[config.mk]
export PLATFORM = sky130hd
export DESIGN_NAME = spi_sensor_responder_flat
export DESIGN_NICKNAME = d
export VERILOG_FILES = /design/src/rtl/spi_sensor_responder_if.sv /design/src/rtl/spi_sensor_responder.sv /design/src/flat_wrapper.sv
export SDC_FILE = /design/constraint.sdc
export NUM_CORES = 1
export LEC_CHECK = 0
export ABC_AREA = 0
export BUFFER_PORTS_ARGS = -buffer_cell sky130_fd_sc_hd__buf_2
export CAP_MARGIN = 20
export CORE_MARGIN = 5
export CORE_UTILIZATION = 45
export DETAILED_ROUTE_END_ITERATION = 16
export SYNTH_ARGS = -nofsm -noshare
export SYNTH_HDL_FRONTEND = slang
export SYNTH_SLANG_ARGS = --single-unit
[constraint.sdc]
create_clock -name clk -period 6.4 [get_ports clk]
set_input_delay 0 -clock clk [delete_from_list [all_inputs] [get_ports clk]]
set_output_delay 0 -clock clk [all_outputs]
set_load 0.02 [all_outputs]
[src/rtl/spi_sensor_responder_if.sv]
// SPI bus between the parking-meter controller (master) and the sensor stand-in (slave).
interface spi_sensor_responder_if;
  logic SS;       // slave select, active-low
  logic SCLK;     // idles low (mode 0)
  logic MOSI;
  logic MISO;
  logic miso_oe;  // MISO is only meaningful while this is high

  modport master (
    output SS,
    output SCLK,
    output MOSI,
    input  MISO,
    input  miso_oe
  );

  modport slave (
    input  SS,
    input  SCLK,
    input  MOSI,
    output MISO,
    output miso_oe
  );
endinterface

[src/rtl/spi_sensor_responder.sv]
// Mode-0 SPI slave that stands in for the distance sensor: serves {zeros, sample} MSB first
// and captures the master's MOSI frame. All SPI pins are oversampled in the clk domain.
module spi_sensor_responder #(
  parameter int unsigned FRAME_BITS  = 16,
  parameter int unsigned DATA_W      = 12,
  parameter int unsigned SYNC_STAGES = 2   // must be >= 2
) (
  input  logic                  clk,
  input  logic                  rst,
  input  logic [DATA_W-1:0]     sample_in,
  input  logic                  sample_wr,
  spi_sensor_responder_if.slave spi,
  output logic                  busy,
  output logic [FRAME_BITS-1:0] rx_data,
  output logic                  frame_done,
  output logic                  frame_abort,
  output logic                  overrun
);

  localparam int unsigned CntW = $clog2(FRAME_BITS) + 1;
  localparam logic [CntW-1:0] CntFull = CntW'(FRAME_BITS);

  typedef enum logic [1:0] {StIdle, StActive, StOverrun} state_e;

  logic [SYNC_STAGES-1:0] ss_sync_q, sclk_sync_q, mosi_sync_q;
  logic                   ss_prev_q, sclk_prev_q;
  logic                   ss_s, sclk_s, mosi_s;
  logic                   ss_fall, ss_rise, sclk_rise, sclk_fall;

  logic [DATA_W-1:0]      hold_q;
  state_e                 state_q;
  logic [FRAME_BITS-1:0]  tx_shift_q, rx_shift_q, rx_data_q;
  logic [CntW-1:0]        bit_cnt_q;
  logic                   miso_q, oe_q, done_q, abort_q, overrun_q;

  // Synchronizers plus one edge-detect flop per line. SS resets low so that a reset taken
  // mid-frame does not fabricate a falling edge once SS is seen low again.
  always_ff @(posedge clk or posedge rst) begin
    if (rst) begin
      ss_sync_q   <= '0;
      sclk_sync_q <= '0;
      mosi_sync_q <= '0;
      ss_prev_q   <= 1'b0;
      sclk_prev_q <= 1'b0;
    end else begin
      ss_sync_q   <= {ss_sync_q[SYNC_STAGES-2:0], spi.SS};
      sclk_sync_q <= {sclk_sync_q[SYNC_STAGES-2:0], spi.SCLK};
      mosi_sync_q <= {mosi_sync_q[SYNC_STAGES-2:0], spi.MOSI};
      ss_prev_q   <= ss_s;
      sclk_prev_q <= sclk_s;
    end
  end

  assign ss_s      = ss_sync_q[SYNC_STAGES-1];
  assign sclk_s    = sclk_sync_q[SYNC_STAGES-1];
  assign mosi_s    = mosi_sync_q[SYNC_STAGES-1];
  assign ss_fall   = ss_prev_q & ~ss_s;
  assign ss_rise   = ~ss_prev_q & ss_s;
  assign sclk_rise = ~sclk_prev_q & sclk_s;
  assign sclk_fall = sclk_prev_q & ~sclk_s;

  // Holding register; writable in any state, only sampled at frame start.
  always_ff @(posedge clk or posedge rst) begin
    if (rst) begin
      hold_q <= '0;
    end else if (sample_wr) begin
      hold_q <= sample_in;
    end
  end

  // Frame FSM with registered outputs. SS edges are tested first so a coincident SCLK
  // edge is dropped.
  always_ff @(posedge clk or posedge rst) begin
    if (rst) begin
      state_q    <= StIdle;
      tx_shift_q <= '0;
      rx_shift_q <= '0;
      rx_data_q  <= '0;
      bit_cnt_q  <= '0;
      miso_q     <= 1'b0;
      oe_q       <= 1'b0;
      done_q     <= 1'b0;
      abort_q    <= 1'b0;
      overrun_q  <= 1'b0;
    end else begin
      done_q  <= 1'b0;
      abort_q <= 1'b0;
      unique case (state_q)
        StIdle: begin
          if (ss_fall) begin
            tx_shift_q <= FRAME_BITS'(hold_q);
            miso_q     <= FRAME_BITS'(hold_q) >> (FRAME_BITS - 1) != '0;
            oe_q       <= 1'b1;
            bit_cnt_q  <= '0;
            overrun_q  <= 1'b0;
            state_q    <= StActive;
          end
        end
        StActive: begin
          if (ss_rise) begin
            if (bit_cnt_q == CntFull) begin
              rx_data_q <= rx_shift_q;
              done_q    <= 1'b1;
            end else begin
              abort_q <= 1'b1;
            end
            oe_q    <= 1'b0;
            miso_q  <= 1'b0;
            state_q <= StIdle;
          end else if (sclk_rise) begin
            if (bit_cnt_q == CntFull) begin
              overrun_q <= 1'b1;
              miso_q    <= 1'b0;
              state_q   <= StOverrun;
            end else begin
              rx_shift_q <= {rx_shift_q[FRAME_BITS-2:0], mosi_s};
              bit_cnt_q  <= bit_cnt_q + CntW'(1);
            end
          end else if (sclk_fall) begin
            // Zero fill drives MISO low once the last bit has gone out.
            tx_shift_q <= tx_shift_q << 1;
            miso_q     <= tx_shift_q[FRAME_BITS-2];
          end
        end
        StOverrun: begin
          miso_q <= 1'b0;
          if (ss_rise) begin
            oe_q    <= 1'b0;
            state_q <= StIdle;
          end
        end
        default: state_q <= StIdle;
      endcase
    end
  end

  assign spi.MISO    = miso_q;
  assign spi.miso_oe = oe_q;
  assign busy        = (state_q != StIdle);
  assign rx_data     = rx_data_q;
  assign frame_done  = done_q;
  assign frame_abort = abort_q;
  assign overrun     = overrun_q;

endmodule

[src/flat_wrapper.sv]
// flat-port wrapper written by rule: the top's interface ports become plain ports
module spi_sensor_responder_flat 
#(
  parameter int unsigned FRAME_BITS  = 16,
  parameter int unsigned DATA_W      = 12,
  parameter int unsigned SYNC_STAGES = 2                  
)
  (clk, rst, sample_in, sample_wr, busy, rx_data, frame_done, frame_abort, overrun, spi_SS, spi_SCLK, spi_MOSI, spi_MISO, spi_miso_oe);
  spi_sensor_responder_if spi_i ();
  input  logic clk;
  input  logic rst;
  input  logic [DATA_W-1:0] sample_in;
  input  logic sample_wr;
  output logic busy;
  output logic [FRAME_BITS-1:0] rx_data;
  output logic frame_done;
  output logic frame_abort;
  output logic overrun;
  input wire logic [$bits(spi_i.SS)-1:0] spi_SS;
  input wire logic [$bits(spi_i.SCLK)-1:0] spi_SCLK;
  input wire logic [$bits(spi_i.MOSI)-1:0] spi_MOSI;
  output wire logic [$bits(spi_i.MISO)-1:0] spi_MISO;
  output wire logic [$bits(spi_i.miso_oe)-1:0] spi_miso_oe;
  assign spi_i.SS = spi_SS;
  assign spi_i.SCLK = spi_SCLK;
  assign spi_i.MOSI = spi_MOSI;
  assign spi_MISO = spi_i.MISO;
  assign spi_miso_oe = spi_i.miso_oe;
  spi_sensor_responder #(.FRAME_BITS(FRAME_BITS), .DATA_W(DATA_W), .SYNC_STAGES(SYNC_STAGES)) u_core (.clk(clk), .rst(rst), .sample_in(sample_in), .sample_wr(sample_wr), .spi(spi_i), .busy(busy), .rx_data(rx_data), .frame_done(frame_done), .frame_abort(frame_abort), .overrun(overrun));
endmodule
* After elaboration in Yosys (flattened, before gate mapping)
Cells that the tools add are included.
** Word-level totals
- Register bits :: 79
- Bits in latches :: 0
- Bits in writable memories :: 0
- Memory bits (read-only) :: 0
- Bits of input ports :: 18
- Output and inout bits :: 22
- Logic and storage cells :: 92
- Memories kept :: 0
** Cells by class
- Add/sub/neg operators :: 1
- $mul :: 0
- Divide/modulo/power cells :: 0
- $lt $le $gt $ge :: 0
- Equality and inequality tests :: 16
- Shift-type cells :: 0
- Multiplexer cells :: 35
- Bitwise gates (word level) :: 10
- Reduce and logical (&&, ||, !) cells :: 14
** Operator list (number)
- $mux W15 :: 4
- $pmux W15 S2 :: 1
- $mux W5 :: 4
- $mux W1 :: 16
- $reduce_and A5 Y1 :: 3
- $ne A2 B1 Y1 const B :: 6
- $reduce_and A4 Y1 :: 3
- $mux W2 :: 5
- $pmux W5 S2 :: 1
- $ne A2 B2 Y1 const B :: 3
- $ne A3 B1 Y1 const B :: 2
- $not A1 Y1 :: 6
- $pmux W2 S3 :: 1
- $reduce_and A3 Y1 :: 2
- $reduce_bool A2 Y1 :: 3
- $add A5 B1 Y5 const B :: 1
- $eq A5 B5 Y1 const B :: 1
- $and A1 B1 Y1 :: 4
- $ne A4 B1 Y1 const B :: 1
- $ne A4 B3 Y1 const B :: 1
- $pmux W1 S2 :: 2
- $pmux W1 S3 :: 1
- $reduce_bool A3 Y1 :: 1
- $eq A2 B1 Y1 const B :: 1
- 3 further kinds :: 3

* Longest topological paths before layout
Gate-level depths: netlist of run 1.
- Depth in word-level cells :: 6
- Mapped depth :: 7
- Depth with buffers taken out :: 6

* Worst setup path after synthesis of run 1
No wires, ideal clock.
- Kind :: reg-to-reg
- From :: register u_core.state_q[0]
- To :: register u_core.tx_shift_q[1]
- Setup time :: 0.125 ns
- Arrival :: 1.787 ns
- Data required time :: 6.275 ns
- Path slack :: 4.488 ns
- Cell stages (with the launch flop) :: 8
- Path buffers :: 2
- Period minus slack after synthesis :: 1.912 ns
- Cells stage by stage :: dfrtp_1 inv_1 ha_1 buf_4 mux2i_1 o32a_1 buf_2 mux2_2
** On the way
- Longest elaborated chain between the ends :: 3
- Elaborated cells on any way between the ends :: 9
- Classes of those cells :: eq/ne (5); mux (1); reduce/logical (3)
** RTL lines
- start: declaration :: line spi_sensor_responder.sv:31 : state_e state_q;
- start signal: assignment :: line spi_sensor_responder.sv:75 : state_q <= StIdle;
- start signal: assignment :: line spi_sensor_responder.sv:96 : state_q <= StActive;
- start signal: assignment :: line spi_sensor_responder.sv:109 : state_q <= StIdle;
- $eq A2 B1 Y1 or $logic_not A2 Y1 (tied branches) :: line spi_sensor_responder.sv:88 : unique case (state_q)
- $ne A2 B2 Y1 (no line), or another cell as far along
- $reduce_and A5 Y1 (no line)
- end signal: assignment :: line spi_sensor_responder.sv:91 : tx_shift_q <= FRAME_BITS'(hold_q);
- end signal: assignment :: line spi_sensor_responder.sv:121 : tx_shift_q <= tx_shift_q << 1;
- end: declaration :: line spi_sensor_responder.sv:32 : logic [FRAME_BITS-1:0] tx_shift_q, rx_shift_q, rx_data_q;
Several ways; a longest one is shown, not always the timed one.
A chain may end at the register's enable or synchronous reset.

* Worst setup path after layout of run 1
- From :: register u_core.state_q[1]
- To :: register u_core.rx_data_q[0], in the netlist u_core.rx_data[0]
** On the way
- Longest elaborated chain between the ends :: 2
** RTL lines
- $eq A2 B1 Y1 :: line spi_sensor_responder.sv:88
- $reduce_and A3 Y1 (no line)
- end signal: assignment :: line spi_sensor_responder.sv:102 : rx_data_q <= rx_shift_q;
- end: declaration :: line spi_sensor_responder.sv:32
Every way passes these cells.

==> results of run 1 <==
-- registers in the layout, summed over array words and instances, names as in the netlist --
register	count
u_core.ss_sync_q	2
u_core.frame_abort	1
u_core.rx_data	16
u_core.tx_shift_q	15
u_core.overrun	1
u_core.ss_prev_q	1
u_core.spi.MISO	1
u_core.bit_cnt_q	5
u_core.rx_shift_q	16
u_core.sclk_prev_q	1
u_core.mosi_sync_q	2
u_core.state_q	2
u_core.hold_q	12
u_core.spi.miso_oe	1
u_core.sclk_sync_q	2
u_core.frame_done	1
-- per-layer routing --
metal	up-vias	share of wire
met5	-	0
met4	0	0.020
met3	11	0.051
met2	45	0.47
met1	1028	0.46
li1	996	-
-- final timing paths --
path / to / depth (start not counted) / slack [ns] / start
hold / removal: u_core.hold_q[7] / 2 / 0.12 / sample_wr
setup reg to reg: u_core.rx_data[0] / 6 / 3.95 / u_core.state_q[1]
min in group asynchronous: u_core.rx_data[13] / 4 / 0.21 / rst
setup / recovery: u_core.rx_data[0] / 6 / 3.95 / u_core.state_q[1]
max in group asynchronous: u_core.bit_cnt_q[4] / 5 / 5.62 / rst
hold reg to reg: u_core.sclk_sync_q[1] / 0 / 0.35 / u_core.sclk_sync_q[0]
-- stage by stage --
| stage | power, mW | cells | setup slack, ns | hold slack (ns) | cell area [µm²] |
|---|---|---|---|---|---|
| finish | 1.40 | 410 | 3.95 | 0.123 | 4080 |
| global route | 1.50 | 410 | 3.78 | 0.119 | 4080 |
| CTS | 1.40 | 408 | 3.34 | 0.120 | 4030 |
| detailed placement | 1.06 | 376 | 3.35 | 0.112 | 3690 |
| global placement | 1.05 | 376 | 3.45 | 0.110 | 3690 |
| floorplan | 0.979 | 247 | 4.38 | 0.0314 | 3430 |
-- cell usage in the layout (no fill, tap or decap), drive strengths merged, types with 2 or more instances in the layout --
cell type and instances:
clkinv 3, dfrtp 79, buf 41, o22ai 2
dlygate4sd3 16, nand3 9, clkbuf 10, inv 11
a22o 3, nand2 5, o21ai 6, a21oi 10
mux2 69, o311ai 2, nand2b 7, nor2 9
clkinvlp 2, nand3b 2, a211oi 2, ha 7
nor2b 3
-- power breakdown --
part           leakage [nW]  switching, mW  internal, mW
Sequential             1.01         0.0649         0.601
Combinational         0.873          0.182         0.218
Clock                0.0866          0.186         0.145
-- worst register-to-register path, stage by stage (launching register included) --
cell       delay, ns
dfrtp_1         0.42
inv_1           0.11
ha_1            0.25
clkbuf_16       0.24
inv_1           0.11
or3_1           0.76
mux2_4          0.44
-- cells by family after synthesis --
group / count (synthesis) / share of synthesized area
DFF: 79 / 0.576
muxes: 70 / 0.239
and+or+nand+nor: 41 / 0.0700
AOI/OAI and AO/OA: 31 / 0.0584
buffers and inverters: 19 / 0.0306
adders and majority gates: 7 / 0.0255
-- final cells by class --
cell class / count / area (µm²) / share of cell area
Sequential cell: 79 / 1980 / 0.485
Inverter: 9 / 35.0 / 0.00859
Timing Repair Buffer: 58 / 415 / 0.102
Clock buffer: 9 / 124 / 0.0304
Tap cell: 99 / 124 / 0.0304
Clock inverter: 7 / 55.1 / 0.0135
Multi-Input combinational cell: 149 / 1350 / 0.331
==> results.json, run 1 <==
{
  "grt.busiest_layer": "met2",
  "synthesis.nets": 272,
  "hold_path_class": "input port to flip-flop",
  "timing.fmax_ghz": 0.408,
  "synthArstFlopShare": 1.00,
  "ios": 40,
  "avgSynthCellArea_um2": 13.9,
  "synth-main-ff-cell": "dfrtp_1",
  "diodes": 0,
  "drc": 0,
  "grt_use_met3": 0.0352,
  "clk_path_buf_depth": 2,
  "tns_ns": 0,
  "slowest_stage": "or3_1",
  "crit_top_cell": "inv_1",
  "cts.sinks": 79,
  "grt_pass1_vias": 2119,
  "crit_path_end_kind": "flip-flop",
  "dieArea_um2": 9470,
  "area_growth_pct": 18.9,
  "htree_levels": 3,
  "ys_warn_count": 0,
  "status": "finished clean",
  "n_fill_cell": 620,
  "drv_slew": 0,
  "synthCells": 247,
  "cts_setup_buffers": 0,
  "period_needed_ns": 2.45,
  "ant_nets": 0,
  "crit_chain": "inv_1 -> ha_1 -> clkbuf_16 -> inv_1 -> or3_1 -> mux2_4",
  "initial_core_util": 0.468,
  "die_w_um": 97.3,
  "routed_wl_mm": 5.69,
  "numPortBuffers": 39,
  "yosysSeqAreaShare": 0.576,
  "period_share": 0.383,
  "final_util": 0.556,
  "synth_edf_count": 0,
  "grt_usage": 0.131,
  "critPathMaxFanout": 26,
  "drtIter0Drc": 94,
  "syn-cell-area_um2": 3430,
  "relSlewSlack": 0.395,
  "viasPerCell": 5.07,
  "cp.buffers_inverters": 3,
  "num_rows": 31,
  "arrival_ns": 2.68,
  "critPathKind": "flip-flop to flip-flop",
  "cp.required_ns": 6.63,
  "drtPass1Iterations": 4,
  "die_h_um": 97.3,
  "peakVddDrop_v": 0.000175,
  "yosys-top-cells-count": "dfrtp_1 (79), mux2_2 (60), a21oi_1 (10)",
  "clk_pin_slew_ns": 0.08,
  "power_density_nw_per_um2": 342,
  "setup_violations": 0,
  "ys_seq_elements": 79,
  "slowest_delay_ns": 0.76,
  "tightest_slew_ns": 0.908,
  "wl_per_cell_um": 13.9,
  "use_met2": 0.203,
  "core-area_um2": 7330,
  "clkLatencyLatePin_ns": 0.34,
  "antenna_found_initial": 0,
  "grt_remaining_overflow": 0,
  "grt_pass1_wl_mm": 10.1,
  "place_congestion": 0.743,
  "leakage_nw": 1.97,
  "place_hpwl_mm": 3.79,
  "grt_max_degree": 80,
  "max_cap_violations": 0,
  "startpoint_type": "flip-flop",
  "layout.nets": 331,
  "synth.distinct_cells": 36,
  "cts_tree": "yes",
  "yosysTopAreaCellShare": 0.576,
  "gr-usage-met1": 0.172,
  "cp_top_family": "simple AND/OR/NAND/NOR gates",
  "cts_resized": 0,
  "vias": 2080,
  "rsz0062_at_grt": "no",
  "finalClockSkew_ns": 0.0139,
  "cts-buffers-inserted": 9,
  "ys_top_cells_by_area": "dfrtp_1 (58%), mux2_2 (20%), mux2_4 (3.9%)",
  "clock-root-buffer": "clkbuf_8",
  "yosys.area.top_type": "dfrtp_1",
  "ctsHoldBuffers": 16,
  "hold_viol": 0,
  "synth.most_common_cell": "dfrtp_1",
  "drive_above_1_share": 0.421
}
Note: power is estimated with default switching activity, not from simulation.
==> run 2: changes to the inputs <==
--- a/config.mk
+++ b/config.mk
@@ -5,7 +5,7 @@
 export SDC_FILE = /design/constraint.sdc
 export NUM_CORES = 1
 export LEC_CHECK = 0
-export ABC_AREA = 0
+export ABC_AREA = 1
 export BUFFER_PORTS_ARGS = -buffer_cell sky130_fd_sc_hd__buf_2
 export CAP_MARGIN = 20
 export CORE_MARGIN = 5
==> constraint.sdc (replaced) <==
create_clock -name clk -period 2.44 [get_ports clk]
set_input_delay 0 -clock clk [delete_from_list [all_inputs] [get_ports clk]]
set_output_delay 0 -clock clk [all_outputs]
set_load 0.02 [all_outputs]
==> results.json, run 2 <==
{
  "relSlewSlack": 0.508,
  "syn-cell-area_um2": 3440,
  "drv_slew": 0,
  "grt_pass1_vias": 2385,
  "yosys-top-cells-count": "nand2_1 (120), dfrtp_1 (79), inv_1 (46), o21ai_0 (37), nand3_1 (22)",
  "max_cap_violations": 0,
  "rsz0062_at_grt": "no",
  "clk_path_buf_depth": 2,
  "core-area_um2": 7330,
  "viasPerCell": 4.62,
  "synthesis.nets": 409,
  "antenna_found_initial": 0,
  "synth_edf_count": 0,
  "dp_cells": 511,
  "final_common_cell": "nand2_1",
  "period_share": 0.774,
  "r2r-end": "u_core.rx_shift_q[0]",
  "synth.distinct_cells": 28,
  "arrival_ns": 2.12,
  "leakage_nw": 2.07,
  "clk_pin_slew_ns": 0.08,
  "final_cells": 543,
  "worst-r2r-setup-slack_ns": 0.55,
  "yosysTopAreaCellShare": 0.575,
  "yosysSeqAreaShare": 0.575,
  "final_util": 0.550,
  "diodes": 0,
  "fin_area_um2": 4030,
  "cp.required_ns": 2.67,
  "drive_above_1_share": 0.171,
  "peakVddDrop_v": 0.000333,
  "critPathLaunch": "u_core.state_q[1]",
  "cts_tree": "yes",
  "wl_per_cell_um": 11.2,
  "grt_pass1_wl_mm": 10.9,
  "holdPathEnd": "u_core.hold_q[10]",
  "place_hpwl_mm": 4.06,
  "vias": 2508,
  "power_density_nw_per_um2": 909,
  "tightest_slew_ns": 0.739,
  "rr_worst_depth": 7,
  "status": "finished clean",
  "yosys.area.top_type": "dfrtp_1",
  "htree_levels": 3,
  "timing.final.ws_setup_ns": 0.552,
  "critPathMaxFanout": 34,
  "cts.sinks": 79,
  "hold_viol": 0,
  "avgSynthCellArea_um2": 8.95,
  "startpoint_type": "flip-flop",
  "synthCells": 384,
  "synth-main-ff-cell": "dfrtp_1",
  "grt_max_degree": 43,
  "dp_slack_ns": 0.556,
  "grt_remaining_overflow": 0,
  "setup_violations": 0,
  "area_growth_pct": 17.2,
  "hold_path_class": "input port to flip-flop",
  "timing.fmax_ghz": 0.530,
  "numPortBuffers": 39,
  "min-delay-start": "sample_wr",
  "dieArea_um2": 9490,
  "ios": 40,
  "r2r_start": "u_core.state_q[1]",
  "drtPass1Iterations": 4,
  "layout.nets": 464,
  "die_w_um": 97.4,
  "routed_wl_mm": 6.08,
  "synth.most_common_cell": "nand2_1",
  "critPathKind": "flip-flop to flip-flop",
  "ant_nets": 0,
  "die_h_um": 97.4,
  "ys_top_cells_by_area": "dfrtp_1 (57%), nand2_1 (13%), o21ai_0 (5.4%)",
  "postPlaceCellArea_um2": 3690,
  "cts_resized": 0,
  "tns_ns": 0,
  "cts_setup_buffers": 0,
  "grt_usage": 0.140,
  "drtIter0Drc": 95,
  "num_rows": 31,
  "ys_seq_elements": 79,
  "n_fill_cell": 671,
  "holdPathStages": 3,
  "clkLatencyLatePin_ns": 0.36,
  "crit_path_end_kind": "flip-flop",
  "initial_core_util": 0.469,
  "period_needed_ns": 1.89,
  "final_cell_mix": "nand2_1 (120), dfrtp_1 (79), inv_1 (45)",
  "place_congestion": 0.809,
  "drc": 0,
  "cts-buffers-inserted": 9,
  "clock-root-buffer": "clkbuf_8",
  "ys_warn_count": 0,
  "finalClockSkew_ns": 0.00987,
  "synthArstFlopShare": 1.00
}
## run 2: timing repair
action                     in CTS  in global routing
setup endpoints to repair       0                  0
hold buffers                   16                  0
hold endpoints to repair       52                  0
## run 2: power by group
part	leakage (nW)	internal (mW)	switching [mW]	total, mW
Combinational	0.940	0.373	0.759	1.13
Sequential	1.03	1.53	0.118	1.65
Clock	0.0923	0.383	0.504	0.887
Total	2.07	2.28	1.38	3.67
## run 2: cells by family after synthesis
group | after synthesis | synth area share
AOI/OAI and AO/OA | 62 | 0.0932
xor gates and xnor gates | 1 | 0.00255
adders and majority gates | 7 | 0.0255
buffers and inverters | 63 | 0.0855
DFF | 79 | 0.575
muxes | 1 | 0.00327
and+or+nand+nor | 171 | 0.215
## run 2: cell type report
cell class                 count  area [µm²]  share of cell area
clock buffer                   9         124              0.0307
clock inverter                 7        55.1              0.0137
inverter                      48         186              0.0462
multi-input combinational    242        1170               0.290
sequential                    79        1980               0.490
tap                           99         124              0.0307
timing repair buffer          59         398              0.0987
## run 2: worst max path at each step
stage | to | slack (ns) | cells after the start
3_3_place_gp | u_core.rx_shift_q[0] | 0.60 | 7
5_1_grt | u_core.rx_shift_q[0] | 0.38 | 7
4_1_cts | u_core.rx_shift_q[0] | 0.54 | 7
3_5_place_dp | u_core.rx_shift_q[0] | 0.56 | 7
6_report | u_core.rx_shift_q[0] | 0.55 | 7
2_1_floorplan | u_core.bit_cnt_q[0] | 0.42 | 1
## run 2: critical path, cell delays in order, from the launching register on
cell and delay (ns):
dfrtp_1 0.42, inv_1 0.12, ha_1 0.36, nand2_2 0.12, nor2_1 0.13, nand2_2 0.34
nor2_1 0.23, a21oi_2 0.04
## run 2: metrics by stage
stage          hold WS (ns)  total power [mW]
3_3_place_gp          0.108              2.78
2_1_floorplan        0.0314              2.60
6_report             0.0352              3.67
3_5_place_dp          0.110              2.81
5_1_grt              0.0335              3.96
4_1_cts              0.0245              3.73
## run 2: routing by layer
| metal | up-vias | track usage | part of all wire |
|---|---|---|---|
| li1 | 1313 | - | - |
| met1 | 1142 | 0.186 | 0.50 |
| met2 | 46 | 0.213 | 0.44 |
| met3 | 7 | 0.0409 | 0.046 |
| met4 | 0 | 0.0628 | 0.014 |
| met5 | - | 0 | 0 |
